[src/rtl/fetch_stage.sv]
// Instruction-fetch stage: owns the PC, addresses instruction memory and
// loads the IF/ID register, with branch redirect, decode back-pressure and HALT.
module fetch_stage #(
    parameter int                     PC_WIDTH    = 6,
    parameter int                     INSTR_WIDTH = 32,
    parameter logic [INSTR_WIDTH-1:0] HALT_WORD   = 32'hFFFF_FFFF
) (
    input  logic                   clk,
    input  logic                   reset,
    output logic [PC_WIDTH-1:0]    imem_addr,
    input  logic [INSTR_WIDTH-1:0] imem_data,
    input  logic                   stall,
    input  logic                   branch_taken,
    input  logic [PC_WIDTH-1:0]    branch_target,
    output logic [PC_WIDTH-1:0]    pcout,
    output logic [INSTR_WIDTH-1:0] ifid_instr,
    output logic [PC_WIDTH-1:0]    ifid_pc,
    output logic                   ifid_valid
);

    typedef enum logic [1:0] {
        ST_BOOT = 2'd0,
        ST_RUN  = 2'd1,
        ST_HALT = 2'd2
    } state_t;

    state_t state_q, state_d;

    logic [PC_WIDTH-1:0]    pc_d;
    logic [INSTR_WIDTH-1:0] instr_d;
    logic [PC_WIDTH-1:0]    ifid_pc_d;
    logic                   vld_d;
    logic                   is_halt;

    // Unsigned increment with silent wrap at 2^PC_WIDTH.
    function automatic logic [PC_WIDTH-1:0] pc_inc(input logic [PC_WIDTH-1:0] pc);
        return pc + PC_WIDTH'(1);
    endfunction

    assign is_halt   = (imem_data == HALT_WORD);
    assign imem_addr = pcout;

    always_ff @(posedge clk or posedge reset) begin
        if (reset) begin
            state_q <= ST_BOOT;
        end else begin
            state_q <= state_d;
        end
    end

    always_comb begin
        state_d = state_q;
        case (state_q)
            ST_BOOT: state_d = ST_RUN;
            ST_RUN: begin
                if (!branch_taken && !stall && is_halt) begin
                    state_d = ST_HALT;
                end
            end
            ST_HALT: begin
                if (branch_taken) begin
                    state_d = ST_RUN;
                end
            end
            default: state_d = ST_BOOT;
        endcase
    end

    // A branch squashes whatever was fetched this cycle, even under stall.
    always_comb begin
        pc_d      = pcout;
        instr_d   = ifid_instr;
        ifid_pc_d = ifid_pc;
        vld_d     = ifid_valid;
        case (state_q)
            ST_RUN: begin
                if (branch_taken) begin
                    pc_d  = branch_target;
                    vld_d = 1'b0;
                end else if (!stall) begin
                    instr_d   = imem_data;
                    ifid_pc_d = pcout;
                    vld_d     = 1'b1;
                    if (!is_halt) begin
                        pc_d = pc_inc(pcout);
                    end
                end
            end
            ST_HALT: begin
                if (branch_taken) begin
                    pc_d  = branch_target;
                    vld_d = 1'b0;
                end else if (!stall) begin
                    vld_d = 1'b0;
                end
            end
            default: ;
        endcase
    end

    // IF/ID register boundary.
    always_ff @(posedge clk or posedge reset) begin
        if (reset) begin
            pcout      <= '0;
            ifid_instr <= '0;
            ifid_pc    <= '0;
            ifid_valid <= 1'b0;
        end else begin
            pcout      <= pc_d;
            ifid_instr <= instr_d;
            ifid_pc    <= ifid_pc_d;
            ifid_valid <= vld_d;
        end
    end

endmodule

[config.mk]
export PLATFORM = sky130hd
export DESIGN_NAME = fetch_stage
export DESIGN_NICKNAME = d
export VERILOG_FILES = /design/src/rtl/fetch_stage.sv
export SDC_FILE = /design/constraint.sdc
export NUM_CORES = 1
export LEC_CHECK = 0
export CORE_MARGIN = 8
export CORE_UTILIZATION = 30
export CTS_BUF_LIST = sky130_fd_sc_hd__clkbuf_4 sky130_fd_sc_hd__clkbuf_8 sky130_fd_sc_hd__clkbuf_16
export DETAILED_ROUTE_END_ITERATION = 10
export PLACE_DENSITY = 0.64
export SKIP_LAST_GASP = 1
export SYNTH_ARGS = -nofsm -noshare
export SYNTH_HDL_FRONTEND = slang
export SYNTH_SLANG_ARGS = --single-unit
[constraint.sdc]
create_clock -name clk -period 4.2 [get_ports clk]
set_clock_uncertainty 0.15 [all_clocks]
set_input_delay 0.84 -clock clk [delete_from_list [all_inputs] [get_ports clk]]
set_output_delay 0.84 -clock clk [all_outputs]
set_load 0.01 [all_outputs]
==> qor.yml <==
placement:
  port_buffers: 92
  dp_cells: 341
  dpl_cell_area_mm2: 0.00309
  place_ws_ns: 1.13
  hpwl_um: 4300
  routabilityCongestion: 0.768
setup_path:
  crit_path_end_kind: "flop"
  crit_path_start: "branch_taken"
  reg2reg_depth: 5
  r2r_end: "imem_addr[0]"
  critPathRequiredTime_ns: 4.24
  r2r_start: "state_q[1]"
  r2r_setup_slack_ns: 2.05
  cp-start-kind: "input port"
  path_class: "in2reg"
  cp_max_fo: 12
  crit_arrival_ns: 2.80
clock_network:
  holdBufCountCts: 0
  cts_max_path_buffers: 2
  cts_tree: "done"
  htreeDepth: 2
  post-cts-setup-buffer-count: 0
  cts.sinks: 47
  root_buffer: "clkbuf_8"
  clock_latency_ns: 0.30
  path_clk_slew_ns: 0.10
  cts-buffers-inserted: 5
  post_cts_resized: 0
global_routing:
  grt_max_degree: 48
  grtUsageTotal_pct: 11.1
  grt_pass1_wl_um: 8950
  gr-total-overflow: 0
  grt_pass1_vias: 1806
  antenna_found_initial: 0
sta:
  drv_slew: 0
  timing.hold.ws_ns: 0.344
  worst_pin_slew_ns: 1.00
  finalSetupViolCount: 0
  hold_viol: 0
  max_clock_freq_ghz: 0.362
  min_period_ns: 2.76
  tns_ns: 0
  max-slew-margin-rel_pct: 33.2
  setup_ws_ns: 1.44
  rsz0062_at_grt: "no"
  finalCritPeriodShare_pct: 65.7
logic_synthesis:
  synth_nets: 207
  synth_area_mm2: 0.00213
  yosysUniqueCellTypes: 28
  synth_warnings: 0
  avgSynthCellArea_um2: 13.0
  yosysSeqAreaShare_pct: 55.2
  synthCells: 164
  yosys_register_bits: 47
floorplan:
  ios: 93
  die_x_um: 100
  rows: 30
  core_area_mm2: 0.00683
  die_y_um: 100
  initial_utilization_pct: 31.2
  die_area_mm2: 0.0101
final_layout:
  layout_common_cells: "clkdlybuf4s50_1, dfrtp_1, mux2_2"
  fin_area_mm2: 0.00321
  fill_cells: 642
  fin_nets: 295
  drive_above_1_share_pct: 21.3
  final_common_cell: "clkdlybuf4s50_1"
  area_growth_pct: 50.5
  fin_util_pct: 47.0
  final_cells: 349
  n_antenna_cell: 0
power:
  powerDensity_mw_per_mm2: 416
  ir_worst_vdd_mv: 0.178
  power.leakage_nw: 1.26
  power_mw: 1.34
route:
  vias: 1616
  drt_iter0_drc: 47
  wl_per_cell_um: 16.0
  routed_via_density: 4.63
  wl_um: 5590
  drc: 0
  detail-route-antenna-nets: 0
  dr.pass1.iters: 4
min_path:
  hold_class: "reg2reg"
  hold_path_startpoint: "ifid_instr[25]"
  holdPathStages: 1
  hold_end: "ifid_instr[25]"
status:
  status: "finished clean"
job:
  max_cap_viol_count: 0
how the worst max path moves through the flow:
| stage | to | slack [ns] | depth (start not counted) |
|---|---|---|---|
| 2_1_floorplan | ifid_instr[0] | 2.09 | 1 |
| 3_3_place_gp | imem_addr[0] | 1.20 | 6 |
| 3_5_place_dp | imem_addr[0] | 1.13 | 6 |
| 4_1_cts | imem_addr[0] | 1.46 | 6 |
| 5_1_grt | imem_addr[4] | 1.37 | 5 |
| 6_report | imem_addr[0] | 1.44 | 6 |
cell usage after synthesis, drive strengths merged:
master	n	share of area, %
dfrtp	47	55
mux2	38	20
buf	13	4.8
nand4	12	3.5
a21oi	11	4.2
o21ai	6	1.4
nor2	5	0.88
inv	4	0.70
nand2	4	0.70
nand2b	4	1.2
nand3	4	0.94
and3	3	0.88
nor4	3	1.2
a22o	1	0.41
a31o	1	0.41
a31oi	1	0.59
ha	1	0.59
mux2i	1	0.47
nor3	1	0.47
o22a	1	0.41
o22ai	1	0.29
o31a	1	0.41
xnor2	1	0.41
layer usage:
layer	vias up	track usage (%)	routed length, um
met5	-	0	0
li1	766	-	-
met1	773	12.4	2370
met3	5	6.51	662
met2	72	17.6	2510
met4	0	2.91	48
critical path: stages:
cell	delay, ns
clkdlybuf4s50_1	0.62
inv_1	0.14
o22a_1	0.18
a31oi_2	0.60
o21ai_0	0.20
a22o_1	0.22
power breakdown:
part	internal [mW]	leakage [nW]	switching (mW)
clock network	0.179	0.0548	0.163
logic	0.255	0.659	0.155
registers	0.528	0.546	0.0555
sequential cells by signal (all words and copies together) (netlist names):
| register | count |
|---|---|
| ifid_instr | 32 |
| ifid_pc | 6 |
| ifid_valid | 1 |
| imem_addr | 6 |
| state_q | 2 |
cells by family after synthesis:
kind of cell | share of synthesized area [%]
flip-flops | 55.2
XOR/XNOR | 0.411
buffers and inverters | 5.46
AND/OR/NAND/NOR | 9.74
AO/OA/AOI/OAI | 8.10
multiplexers | 20.5
adder cells (fa/ha/maj) | 0.587
final cells by class:
class                      count  area [um^2]  share of cell area, %
clock buffer                   5         68.8                   2.15
clock inverter                 3         46.3                   1.44
inverter                       4         15.0                  0.468
multi-input combinational    100          846                   26.4
sequential                    47         1180                   36.7
tap                           96          120                   3.74
timing repair buffer          94          936                   29.2
Note: power is estimated with default switching activity, not from simulation.
==> variant, RTL diff (config.mk and constraints unchanged) <==
Reset style: synchronous (`reset`), changed in 2 clocked blocks.
--- a/src/rtl/fetch_stage.sv
+++ b/src/rtl/fetch_stage.sv
@@ -40,7 +40,7 @@
     assign is_halt   = (imem_data == HALT_WORD);
     assign imem_addr = pcout;
 
-    always_ff @(posedge clk or posedge reset) begin
+    always_ff @(posedge clk) begin
         if (reset) begin
             state_q <= ST_BOOT;
         end else begin
@@ -99,7 +99,7 @@
     end
 
     // IF/ID register boundary.
-    always_ff @(posedge clk or posedge reset) begin
+    always_ff @(posedge clk) begin
         if (reset) begin
             pcout      <= '0;
             ifid_instr <= '0;
Behaviour: differs if reset is asserted again (counterexample within 4 cycles, from zero or initial values and one cycle with reset high); with reset held inactive, the same outputs for 10 cycles.
==> variant against the unedited design <==
Count of clock-buffer cells in the layout up 1. Wire length grew 11%. Design area down 4.8%. Setup slack improved by 0.32 ns. Synthesized area decreased by 4.8%. Sequential cell count did not move. Critical endpoint is now state_q[0].
Power is not compared: it rests on default switching activity, and its combinational part moved more than twofold at a synthesized area within 25%.
==> variant: results (changes against the unedited design) <==
timing:
  slew_headroom: 0.404  # was 0.332
  holdWs_ns: 0.305  # was 0.344 ns
worst_setup_path:
  r2r_setup_slack_ns: 2.50  # was 2.05 ns
  r2r_start: "state_q[1]"  # unchanged
  r2r-end: "imem_addr[3]"  # was imem_addr[0]
route:
  post_drt_wl_per_cell_um: 15.1  # was 16.0 um
  wl_met1_um: 2800  # was 2370 um
  drt-initial-drc-count: 81  # was 47
  num_vias: 1984  # was 1,616
  wl_met2_um: 2810  # was 2510 um
  wl_met3_um: 499  # was 662 um
yosys:
  ys_types: 43  # was 28
  yosysSeqAreaShare: 0.463  # was 0.552
  synth_nets: 291  # was 207
  ys_top_cells_by_count: "nand2_1 (81), dfxtp_1 (47), a21oi_1 (40)"  # was dfrtp_1 (47), mux2_2 (30), nand4_1 (12)
global_route:
  grtUsageTotal: 0.126  # was 0.111
  grt_util_met1: 0.149  # was 0.124
  grt_pass1_wl_um: 9840  # was 8950 um
  grt_max_degree: 49  # was 48
place:
  dp.cells: 402  # was 341
  dp_hpwl_um: 4450  # was 4300 um
  gp_congestion: 0.749  # was 0.768
outcome:
  outcome: "complete, no violations"  # unchanged
cts:
  cts.clk_slew.worst_paths_ns: 0.08  # was 0.10 ns
worst_hold_path:
  hold_path_depth: 2  # was 1
  hold_start: "ifid_instr[8]"  # was ifid_instr[25]
finish:
  drive_gt1_frac: 0.0669  # was 0.213
## variant: cell count changes in the layout (fill, tap and decap cells not counted), moves of 8 or more
cell	change
mux2_1	-8
dfxtp_1	+47
a21oi_2	-8
a21oi_1	+38
dfrtp_1	-47
mux2_2	-29
nand2_1	+77
## variant: cell type report
cell class	count	area, um^2	share of cell area
inverter	2	7.51	0.00246
multi-input combinational	179	967	0.317
timing repair buffer	94	931	0.305
sequential	47	941	0.308
clock inverter	1	30.0	0.00984
tap	80	100	0.0328
clock buffer	6	76.3	0.0250
## variant: cell families (layout without fill, tap and decap cells)
logic type                 after synthesis  in the layout  share of synthesized area
buffers and inverters                   22            103                     0.0604
xor gates and xnor gates                 1              1                    0.00431
and+or+nand+nor                        113            113                      0.266
AOI/OAI and AO/OA                       62             62                      0.190
adders and majority gates                1              1                    0.00616
DFF                                     47             47                      0.463
muxes                                    2              2                     0.0105
## variant: how the worst max path moves through the flow
stage,start,to
2_1_floorplan,branch_taken,imem_addr[3]
4_1_cts,imem_data[24],state_q[0]
3_3_place_gp,imem_data[2],state_q[0]
5_1_grt,imem_data[25],state_q[0]
6_report,imem_data[23],state_q[0]
3_5_place_dp,imem_data[24],state_q[0]
## variant: critical path: stages
cell,delay [ns]
clkdlybuf4s50_1,0.49
nand4_1,0.14
nor4_4,0.48
nand2_4,0.14
o31ai_1,0.23
a221oi_1,0.10
## variant: power groups by stage
| stage | logic [mW] | registers, mW | clock network [mW] |
|---|---|---|---|
| 6_report | 0.147 | 0.474 | 0.326 |
| 5_1_grt | 0.159 | 0.477 | 0.362 |
| 4_1_cts | 0.149 | 0.474 | 0.339 |
| 3_5_place_dp | 0.148 | 0.484 | 0 |
| 3_3_place_gp | 0.147 | 0.484 | 0 |
| 2_1_floorplan | 0.0562 | 0.489 | 0 |
